==> config.mk <==
export PLATFORM = sky130hd
export DESIGN_NAME = simon128_256_decrypt
export DESIGN_NICKNAME = d
export VERILOG_FILES = /design/src/rtl/simon128_256_decrypt.sv
export SDC_FILE = /design/constraint.sdc
export NUM_CORES = 1
export LEC_CHECK = 0
export CAP_MARGIN = 20
export CORE_MARGIN = 1.5
export CORE_UTILIZATION = 41
export CTS_CLUSTER_DIAMETER = 30
export DETAILED_ROUTE_END_ITERATION = 7
export PLACE_DENSITY = 0.78
export SETUP_SLACK_MARGIN = 0.4
export SLEW_MARGIN = 0
export SYNTH_ARGS = -nofsm -noshare
export SYNTH_HDL_FRONTEND = slang
export SYNTH_SLANG_ARGS = --single-unit
==> constraint.sdc <==
create_clock -name clk -period 5 [get_ports clk]
set_input_delay 0.75 -clock clk [delete_from_list [all_inputs] [get_ports clk]]
set_output_delay 0.75 -clock clk [all_outputs]
set_load 0.02 [all_outputs]
==> src/rtl/simon128_256_decrypt.sv <==
// Iterative Simon128/256 decryption core.
//
// Takes one 128-bit ciphertext block {x, y} and applies NUM_ROUNDS inverse Feistel rounds,
// consuming round keys from the shared pre-expanded key memory in descending order
// (k[NUM_ROUNDS-1] first, k[0] last). Produces the plaintext on a valid/ready stream.
// One block is in flight at a time.
//
// Optional feature (macro SIMON128_256_DECRYPT_KEY_CHECK_EN):
//   When defined, a round cycle that sees key_data_vld low sets a sticky error bit that
//   is reported on pt_err alongside the result. When undefined, key_data_vld is ignored
//   and pt_err is tied low.
//
// Ports:
//   clk, rst       clock, asynchronous active-high reset
//   key_mem_full   key memory loaded; gates acceptance of new ciphertext
//   key_rd_en      registered key memory read strobe
//   key_addr       registered key memory address
//   key_data       round key, valid the cycle after key_rd_en/key_addr
//   key_data_vld   read-data valid (only used with the optional feature)
//   ct_data/vld/rdy  ciphertext input stream {x[127:64], y[63:0]}
//   pt_data/vld/rdy  plaintext output stream {x, y}
//   pt_err         key-read error flag for the presented result
module simon128_256_decrypt #(
  parameter int unsigned NUM_ROUNDS     = 72,
  parameter int unsigned KEY_ADDR_WIDTH = 9,
  parameter int unsigned KEY_BASE_ADDR  = 0
) (
  input  logic                      clk,
  input  logic                      rst,
  input  logic                      key_mem_full,
  output logic                      key_rd_en,
  output logic [KEY_ADDR_WIDTH-1:0] key_addr,
  input  logic [63:0]               key_data,
  input  logic                      key_data_vld,
  input  logic [127:0]              ct_data,
  input  logic                      ct_vld,
  output logic                      ct_rdy,
  output logic [127:0]              pt_data,
  output logic                      pt_vld,
  input  logic                      pt_rdy,
  output logic                      pt_err
);

  localparam logic [KEY_ADDR_WIDTH-1:0] BaseAddr  = KEY_ADDR_WIDTH'(KEY_BASE_ADDR);
  localparam logic [KEY_ADDR_WIDTH-1:0] LastAddr  =
      KEY_ADDR_WIDTH'(KEY_BASE_ADDR + NUM_ROUNDS - 1);
  localparam logic [KEY_ADDR_WIDTH-1:0] AddrOne   = KEY_ADDR_WIDTH'(1);
  localparam logic [6:0]                LastRound = 7'(NUM_ROUNDS - 1);

  typedef enum logic [1:0] {
    StIdle,
    StPrime,
    StRound,
    StDone
  } state_e;

  state_e                    state_q, state_d;
  logic [63:0]               x_q, x_d;
  logic [63:0]               y_q, y_d;
  logic [6:0]                round_q, round_d;
  logic                      key_rd_en_q, key_rd_en_d;
  logic [KEY_ADDR_WIDTH-1:0] key_addr_q, key_addr_d;
  logic                      pt_vld_q, pt_vld_d;
  logic                      accept;
  logic                      addr_last;

  // Simon round function: (rotl1 & rotl8) ^ rotl2.
  function automatic logic [63:0] simon_f(input logic [63:0] v);
    logic [63:0] r1;
    logic [63:0] r2;
    logic [63:0] r8;
    r1 = {v[62:0], v[63]};
    r2 = {v[61:0], v[63:62]};
    r8 = {v[55:0], v[63:56]};
    return (r1 & r8) ^ r2;
  endfunction

  // Ready only in IDLE with the key memory loaded; forced low during reset.
  assign ct_rdy    = (state_q == StIdle) && key_mem_full && !rst;
  assign accept    = ct_vld && ct_rdy;
  assign addr_last = (key_addr_q == BaseAddr);

  always_comb begin
    state_d     = state_q;
    x_d         = x_q;
    y_d         = y_q;
    round_d     = round_q;
    key_rd_en_d = key_rd_en_q;
    key_addr_d  = key_addr_q;
    pt_vld_d    = pt_vld_q;

    unique case (state_q)
      StIdle: begin
        if (accept) begin
          x_d         = ct_data[127:64];
          y_d         = ct_data[63:0];
          key_rd_en_d = 1'b1;
          key_addr_d  = LastAddr;
          round_d     = LastRound;
          state_d     = StPrime;
        end
      end

      StPrime: begin
        // First key is in flight; issue the second address.
        if (key_rd_en_q) begin
          if (addr_last) begin
            key_rd_en_d = 1'b0;
          end else begin
            key_addr_d = key_addr_q - AddrOne;
          end
        end
        state_d = StRound;
      end

      StRound: begin
        // Address issue runs one cycle ahead of key consumption.
        if (key_rd_en_q) begin
          if (addr_last) begin
            key_rd_en_d = 1'b0;
          end else begin
            key_addr_d = key_addr_q - AddrOne;
          end
        end
        x_d = y_q;
        y_d = x_q ^ simon_f(y_q) ^ key_data;
        if (round_q == 7'd0) begin
          state_d  = StDone;
          pt_vld_d = 1'b1;
        end else begin
          round_d = round_q - 7'd1;
        end
      end

      StDone: begin
        // pt_vld is always high here, so pt_rdy alone completes the handshake.
        if (pt_rdy) begin
          pt_vld_d = 1'b0;
          state_d  = StIdle;
        end
      end

      default: begin
        state_d = StIdle;
      end
    endcase
  end

  always_ff @(posedge clk or posedge rst) begin
    if (rst) begin
      state_q     <= StIdle;
      x_q         <= 64'd0;
      y_q         <= 64'd0;
      round_q     <= 7'd0;
      key_rd_en_q <= 1'b0;
      key_addr_q  <= '0;
      pt_vld_q    <= 1'b0;
    end else begin
      state_q     <= state_d;
      x_q         <= x_d;
      y_q         <= y_d;
      round_q     <= round_d;
      key_rd_en_q <= key_rd_en_d;
      key_addr_q  <= key_addr_d;
      pt_vld_q    <= pt_vld_d;
    end
  end

  assign key_rd_en = key_rd_en_q;
  assign key_addr  = key_addr_q;
  assign pt_data   = {x_q, y_q};
  assign pt_vld    = pt_vld_q;

`ifdef SIMON128_256_DECRYPT_KEY_CHECK_EN
  logic err_q, err_d;

  // Sticky per block: cleared by the accept that starts a new block.
  always_comb begin
    err_d = err_q;
    if (accept) begin
      err_d = 1'b0;
    end else if ((state_q == StRound) && !key_data_vld) begin
      err_d = 1'b1;
    end
  end

  always_ff @(posedge clk or posedge rst) begin
    if (rst) begin
      err_q <= 1'b0;
    end else begin
      err_q <= err_d;
    end
  end

  assign pt_err = pt_vld_q & err_q;
`else
  logic unused_key_data_vld;
  assign unused_key_data_vld = key_data_vld;
  assign pt_err              = 1'b0;
`endif

endmodule

* Word-level counts from Yosys, hierarchy flattened
Index checks and enable logic that the tools add are counted.
Operators by class: $add $sub $neg 2, eq/ne operators 9, muxes and demuxes 22, bitwise logic cells 4, reduce and logical (&&, ||, !) cells 17
Operators by type and width (number):
- 64-bit one-hot mux with 2 select lines | 2
- 64-bit XOR | 3
- 64-bit two-way mux | 2
- 64-bit AND | 1
- 9-bit two-way mux | 3
- 9-bit one-hot mux with 2 select lines | 1
- 7-bit two-way mux | 2
- 7-bit one-hot mux with 2 select lines | 1
- 2-bit != test, second input constant | 5
- 9-bit logical NOT | 1
- 3-bit AND reduction | 3
- 9-bit by 1-bit subtractor with 9-bit output, second input constant | 1
- 2-bit one-hot mux with 4 select lines | 1
- 7-bit logical NOT | 1
- 7-bit by 1-bit subtractor with 7-bit output, second input constant | 1
- 2-bit two-way mux | 3
- 2-bit nonzero test | 3
- 1-bit two-way mux | 5
- 2-bit == test, second input constant | 2
- 1-bit one-hot mux with 2 select lines | 2
- 2-bit AND reduction | 2
- 4-bit AND reduction | 1
- 1-bit logical AND | 3
- 2-bit by 1-bit == test with 1-bit output, second input constant | 1
- other kinds (4) | 4
Storage, ports and cells: bits in registers 148, bits of input ports 198, output and inout bits 141

* Logic depth before layout (Yosys ltp)
Gate-level depths: netlist (run 1).
depth in word-level cells 6, depth in mapped cells 11, depth with buffers taken out 6

* Least setup slack after synthesis (run 1)
OpenSTA, ideal clock, no wires.
path type input to output, start input rst, end output ct_rdy, arrival 4.386 ns, data required time 4.250 ns, setup slack -0.136 ns, cell stages on the path 2, buffers on the path 0, cell sequence inv_1 > and3_1
On the way: word-level cells in the longest chain between the ends 2
RTL lines:
- from (decl) | RTL line 29 | input logic rst,
- 1-bit logical NOT (no line)
- 1-bit logical AND | RTL line 79 | assign ct_rdy = (state_q == StIdle) && key_mem_full && !rst;
- to (decl) | RTL line 37 | output logic ct_rdy,
No other way between the ends.

* Worst setup path in the final report (run 1)
start register state_q[0], end register key_addr_q[7] (netlist: key_addr[7])
On the way: word-level cells in the longest chain between the ends 6, elaborated cells between the ends (all ways) 13, those cells by class eq/ne (5); mux (1); reduce/logical (7)
RTL lines:
- from (decl) | RTL line 57 | state_e state_q, state_d;
- from (signal assigned) | RTL line 151 | state_q <= StIdle;
- from (signal assigned) | RTL line 159 | state_q <= state_d;
- 2-bit logical NOT | RTL line 79, 92
- 1-bit logical AND (2 in series) | RTL line 79
- 1-bit logical AND | RTL line 80 | assign accept = ct_vld && ct_rdy;
- 2-bit != test (no line)
- 4-bit AND reduction (no line)
- to (signal assigned) | RTL line 164 | key_addr_q <= key_addr_d;
- to (decl) | RTL line 62 | logic [KEY_ADDR_WIDTH-1:0] key_addr_q, key_addr_d;
Parallel ways exist; a longest one is shown, timed or not. A chain may end at the register's enable or synchronous reset.

==> results.md, run 1 <==
* Status: finished clean
* Simple-gate area share of the yosys netlist at 0.139
* P_sw at about 0.0034 W
* Io pins at between 300 and 400
* Max transition margin at 0.420
* Max Root-Sink Buffers at 2
* Crit path cell chain: inv_1 > ha_1 > and4b_2 > buf_4 > o21ai_2 > nor4_1 > mux2_2
* Main combinational cell family by area after synthesis: XOR/XNOR gates
* Worst VDD drop at approximately 0.29 mV
* Crit path DAT at roughly 3.4 ns
* Top_reg_cell synth: dfrtp_1
* Worst-path fanout max at between 60 and 70
* Seq/Total Area, Yosys at 0.416
* Clock Power Share at 0.160
* Placed Area at approximately 12000 µm²
* Vias in the first global route at approximately 8100
* H-tree levels at 4
* CP Launch Type: flip-flop
* Number of buffers created by CTS at 17
* Routed WL at roughly 30000 µm
* Post-Synth Adder-Cell Area at 0.00985
* Count of cell types in the netlist at 51
* Post-CTS resize count at 0
* Average size of a mapped cell at 9.36 µm²
* Most common cell in the netlist: dfrtp_1
* Pre-Repair DR Iteration Count at 5
* Initial DRC Count at about 430
* Routed Antenna Nets at 0
* Final setup TNS at 0 ns
* Post-synthesis cell area at roughly 8900 µm²
* Site row count at 53
* Tcrit/Tclk final at 0.614
* Initial antenna violation count at 1
* Top cell type's share of synthesized area at 0.416
* Synth top area cells: dfrtp_1 (42%), xnor2_1 (13%), mux2i_1 (7.5%), o21ai_0 (7.1%), xor2_1 (6.3%)
* First-pass GRT wire length at between 40000 and 50000 µm
* Switching share of power at 0.437
* Fmax at 326 MHz
* GRT overflow at 0
* Fin nets at ~1500
* P_leak at roughly 5.3 nW
* Fin crit period at just over 3 ns
* Yosys top cell by area: dfrtp_1
* Placer Congestion at approximately 0.87
* Sequential share of power at 0.307
* Finished layout cell area at 13000 µm²
* Synth cell count leaders: dfrtp_1 (148), nand2_1 (139), xnor2_1 (128), o21ai_0 (127), mux2i_1 (67)
* DRC at 0
* CP Data Required Time at approximately 5.3 ns
* Mux share of post-synthesis cell area at 0.0779
* # setup viols final at 0
* Die Width at between 150 and 200 µm
* Synth-to-Final Area Change at 46.1%
* Final hold viol count at 0
* Final-report max-slew violation count at 0
* Vias after detailed routing at about 8200
* Slowest cell on crit path: buf_4
* Slew @ Worst Pin at 0.871 ns
* Max stage delay on crit path at ~0.6 ns
* Synth warnings at 0
* HPWL after DPL at around 21000 µm
* Core area at 21200 µm²
* Clock Latency Late Sink at approximately 0.42 ns
* Post-synthesis xor/xnor area fraction at 0.189
* M3 GR Usage at 0.0567
* HP Class: flip-flop to flip-flop
* RSZ-0062 raised after global routing: false
* Clock root cell: clkbuf_16
* Post CTS Setup Buffer Count at 0
* Combinational power share at 0.533
* Int Power at between 0.004 and 0.005 W
* Initial Util at 0.420
* Power Dens Cells at 591 nW/µm²
* Mapped Nets at 1155
* Total track usage at 0.266
* CTS tree: yes
* M2 GR Usage at 0.456
* PortBufs at 336
* Worst clock skew at approximately 0.011 ns
* Die H at 150 µm
* Post-synthesis cell count at between 900 and 1000
* FF+latch count, synth at about 150
* Sink Count at between 100 and 150
* Largest net degree at the start of global routing at around 150
* Grt peak-use layer: met2
* Per-cell routed wire length at just under 20 µm
* Complex-gate fraction of the synthesized area at 0.133
* Crit. End Element: flip-flop
* Clk pin slew, worst setup/hold paths at about 0.06 ns
* Async SR Flop Fraction at 1.00
* Hold buffer count at cts at 0
* Die Footprint at 22600 µm²
* Share of cells above drive strength 1 at 0.0441
* Drt via density at around 5.3
* Max Cap Viol at 0
* Post-synth EDFFs at 0
* Crit path kind: flip-flop to flip-flop
* Grt met1 use at 0.329
* Total power at 0.00768 W
[final cells by class]
type                    count  area [µm²]
clock inverters            10        83.8
repair buffers            344        3450
diodes                      1        2.50
well taps                 275         344
fillers                  1822        8160
multi-input cells         738        4900
inverters                  11        45.0
flip-flops and latches    148        3700
clock buffers              20         467
[worst max-delay path: cells and delay by family, from the launching register on]
family / cells / cell delay, ns
buffers and inverters: 2 / 0.77
AND/OR/NAND/NOR: 2 / 0.71
flip-flops: 1 / 0.39
adder cells (fa/ha/maj): 1 / 0.39
multiplexers: 1 / 0.37
AO/OA/AOI/OAI: 1 / 0.31
[cell families after synthesis]
| group | count (synthesis) |
|---|---|
| muxes | 69 |
| and+or+nand+nor | 245 |
| DFF | 148 |
| xor gates and xnor gates | 192 |
| AOI/OAI and AO/OA | 224 |
| other | 1 |
| buffers and inverters | 64 |
| adders and majority gates | 7 |
[layer usage]
metal | vias to the layer above | part of all wire | wire length [µm]
met5 | - | 0 | 0
met2 | 314 | 0.50 | 15000
met4 | 0 | 0.022 | 666
met1 | 3973 | 0.41 | 12300
li1 | 3878 | - | -
met3 | 43 | 0.065 | 1960
[power by group through the flow]
stage          clock, W  sequential (W)  combinational (W)
6_report        0.00123         0.00236            0.00409
5_1_grt         0.00130         0.00243            0.00444
4_1_cts         0.00125         0.00236            0.00411
3_5_place_dp          0         0.00237            0.00410
3_3_place_gp          0         0.00236            0.00401
2_1_floorplan         0         0.00267            0.00215
[metrics by stage]
stage	cells	utilization	setup slack, ns	hold WS (ns)
global placement	1516	0.588	1.70	0.494
finish	1547	0.614	1.93	0.511
CTS	1546	0.614	1.96	0.514
global route	1547	0.614	1.82	0.540
floorplan	950	-	0.639	0.469
detailed placement	1516	0.588	1.65	0.504
[worst paths after layout]
kind,from,end,slack (ns),depth (start not counted)
worst min register to register,round_q[0],round_q[0],0.51,1
worst max-delay path,state_q[0],key_addr[7],1.93,7
min in group asynchronous,rst,pt_vld,0.98,3
max in group asynchronous,rst,x_q[20],3.34,3
worst max register to register,state_q[0],key_addr[7],1.93,7
worst min-delay path,round_q[0],round_q[0],0.51,1
[sequential cells by signal, summed over array words and instances, names as in the netlist]
signal	cells
state_q	2
x_q	64
pt_vld	1
key_addr	9
y_q	64
key_rd_en	1
round_q	7
[cell usage in the layout (no fill, tap or decap), types with 3 or more instances in the layout]
| master | Yosys | layout |
|---|---|---|
| nand2_1 | 139 | 138 |
| clkinvlp_4 | 0 | 3 |
| o21ai_1 | 10 | 10 |
| or3_1 | 3 | 3 |
| or4_1 | 7 | 7 |
| o21ai_0 | 127 | 127 |
| clkdlybuf4s50_1 | 0 | 336 |
| and3_1 | 65 | 65 |
| clkbuf_8 | 0 | 3 |
| xor2_1 | 64 | 64 |
| mux2i_1 | 67 | 67 |
| ha_1 | 7 | 6 |
| o31ai_1 | 5 | 5 |
| a21oi_1 | 66 | 66 |
| dfrtp_1 | 148 | 148 |
| xnor2_1 | 128 | 128 |
| inv_1 | 11 | 9 |
| nor2_1 | 6 | 6 |
| clkinv_2 | 0 | 6 |
| buf_4 | 12 | 6 |
| clkbuf_16 | 0 | 17 |
| a31oi_1 | 3 | 3 |
| nand3_1 | 4 | 4 |
No activity file was read; power rests on OpenSTA's default activity.
==> run 2: changes to the inputs <==
--- a/config.mk
+++ b/config.mk
@@ -7,10 +7,10 @@
 export LEC_CHECK = 0
 export CAP_MARGIN = 20
 export CORE_MARGIN = 1.5
-export CORE_UTILIZATION = 41
+export CORE_UTILIZATION = 45
 export CTS_CLUSTER_DIAMETER = 30
 export DETAILED_ROUTE_END_ITERATION = 7
-export PLACE_DENSITY = 0.78
+export PLACE_DENSITY = 0.82
 export SETUP_SLACK_MARGIN = 0.4
 export SLEW_MARGIN = 0
 export SYNTH_ARGS = -nofsm -noshare
==> constraint.sdc (replaced) <==
create_clock -name clk -period 3 [get_ports clk]
set_input_delay 0.45 -clock clk [delete_from_list [all_inputs] [get_ports clk]]
set_output_delay 0.45 -clock clk [all_outputs]
set_load 0.02 [all_outputs]
==> results.md, run 2 (synthesized netlist as in run 1, its figures left out) <==
* Status: finished clean (unchanged)
* Die Footprint at 20600 µm² (was 22600 µm²)
* HP Class: flip-flop to flip-flop (unchanged)
* Io pins at 339 (unchanged)
* P_leak at 5.38 nW (was 5.33 nW)
* Routed Antenna Nets at 0 (unchanged)
* Most frequent cells in the layout: clkdlybuf4s50_1 (336), dfrtp_1 (148), nand2_1 (138) (unchanged)
* Max transition margin at 0.441 (was 0.420)
* Core area at 19400 µm² (was 21200 µm²)
* Total track usage at 0.287 (was 0.266)
* Die H at 144 µm (was 150 µm)
* Worst VDD drop at 0.496 mV (was 0.291 mV)
* Number of buffers created by CTS at 17 (unchanged)
* Fill cells at 1565 (was 1822)
* R2R Path Start: state_q[0] (unchanged)
* Clock Latency Late Sink at 0.43 ns (was 0.42 ns)
* Final WS setup at 0.490 ns (was 1.93 ns)
* Drt via density at 5.37 (was 5.31)
* Largest net degree at the start of global routing at 149 (unchanged)
* Site row count at 51 (was 53)
* CP Launch Type: flip-flop (unchanged)
* Slew @ Worst Pin at 0.838 ns (was 0.871 ns)
* Max Root-Sink Buffers at 2 (unchanged)
* DRC at 0 (unchanged)
* WHS Endpoint: pt_vld (was round_q[0])
* Placer Congestion at 0.860 (was 0.867)
* Worst-path fanout max at 9 (was 69)
* RSZ-0062 raised after global routing: false (unchanged)
* Initial DRC Count at 543 (was 425)
* Clk pin slew, worst setup/hold paths at 0.06 ns (about the same)
* Commonest non-fill, non-tap cell in the layout: clkdlybuf4s50_1 (unchanged)
* Initial Util at 0.459 (was 0.420)
* CP Data Required Time at 2.55 ns (was 5.30 ns)
* Power Dens Cells at 1000 nW/µm² (was 591 nW/µm²)
* # setup viols final at 0 (unchanged)
* PortBufs at 336 (unchanged)
* H-tree levels at 4 (unchanged)
* Vias in the first global route at 8135 (unchanged)
* Fin cells at 1542 (was 1547)
* Max Cap Viol at 0 (unchanged)
* Pre-Repair DR Iteration Count at 5 (unchanged)
* Final-report max-slew violation count at 0 (unchanged)
* Fmax at 398 MHz
* Clock root cell: clkbuf_16 (unchanged)
* Total power at 0.0131 W (was 0.00768 W)
* Share of cells above drive strength 1 at 0.0486 (was 0.0441)
* Crit path kind: flip-flop to output port (was flip-flop to flip-flop)
* Final hold viol count at 0 (unchanged)
* Sink Count at 148 (unchanged)
* HPWL after DPL at 20700 µm (was 20800 µm)
* Tcrit/Tclk final at 0.837
* Hold buffer count at cts at 0 (unchanged)
* Fin crit period at about 2.5 ns
* R2r setup slk at 0.61 ns (was 1.93 ns)
* Routed WL at 29600 µm (was 29900 µm)
* Crit path DAT at 2.06 ns (was 3.37 ns)
* CP Launch Point: state_q[0] (unchanged)
* Worst clock skew at 0.0125 ns (was 0.0114 ns)
* R2r endpoint: key_addr[7] (unchanged)
* Die Width at 144 µm (was 150 µm)
* CTS tree: yes (unchanged)
* Crit. End Element: output port (was flip-flop)
* Cell count after placement at 1509 (was 1516)
* Per-cell routed wire length at 19.2 µm (was 19.4 µm)
* Initial antenna violation count at 1 (unchanged)
* Worst r2r path cells at 7 (unchanged)
* First-pass GRT wire length at 44800 µm (was 45900 µm)
* Pre-CTS WS at 0.454 ns (was 1.65 ns)
* Vias after detailed routing at 8279 (was 8208)
* Synth-to-Final Area Change at 47.4% (was 46.1%)
* GRT overflow at 0 (unchanged)
* Hold path start: pt_vld (was round_q[0])
* Hold path depth at 2 (was 1)
* Fin nets at 1468 (was 1465)
run 2: cell types whose count changed in the layout (fill, tap and decap cells not counted):
cell	previous run	this run
buf_4	6	8
inv_6	0	2
bufinv_16	1	4
clkinvlp_4	3	4
buf_12	2	3
ha_2	0	1
clkinv_2	6	3
ha_1	6	5
clkinv_4	1	0
run 2: timing repair:
item / 4_1_cts / 5_1_grt
buffers inserted: 0 / 0
resized for setup: 1 / 0
setup endpoints to repair: 1 / 0
endpoints found under the hold margin: 0 / 0
run 2: worst max-delay path by stage:
| stage | endpoint | cells after the start |
|---|---|---|
| after CTS | ct_rdy | 4 |
| final | ct_rdy | 4 |
| after floorplan | ct_rdy | 2 |
| after global placement | x_q[57] | 5 |
| after detailed placement | x_q[39] | 5 |
| after global routing | ct_rdy | 4 |
run 2: final cells by class:
| cell class | instances | area (µm²) | share of cell area |
|---|---|---|---|
| Timing Repair Buffer | 347 | 3480 | 0.266 |
| Inverter | 11 | 45.0 | 0.00344 |
| Antenna cell | 1 | 2.50 | 0.000191 |
| Clock buffer | 20 | 467 | 0.0356 |
| Clock inverter | 12 | 175 | 0.0134 |
| Tap cell | 265 | 332 | 0.0253 |
| Multi-Input combinational cell | 738 | 4900 | 0.374 |
| Sequential cell | 148 | 3700 | 0.282 |
run 2: report_power, final:
group / internal (W) / switching (W)
Sequential: 0.00279 / 0.00115
Clock: 0.00146 / 0.000884
Combinational: 0.00326 / 0.00360
run 2: per-stage QoR:
stage	instance area (µm²)	TNS, ns	hold WS [ns]	util
after floorplan	8900	-0.761	0.469	-
after global placement	12500	0	0.489	0.643
after detailed placement	12500	0	0.514	0.643
after CTS	13100	0	0.528	0.676
after global routing	13100	0	0.544	0.676
final	13100	0	0.525	0.676
run 2: worst max-delay path, stage by stage, from the launching register on:
cell and delay, ns:
dfrtp_1 0.39, inv_1 0.17, ha_2 0.31, and3_1 0.17
clkdlybuf4s50_1 0.60
run 2: layer usage:
metal  vias up  track usage  part of all wire
li1       3893            -                 -
met1      3984        0.361              0.41
met2       334        0.474              0.49
met3        66       0.0633             0.065
met4         2        0.121             0.035
met5         -            0           0.00044
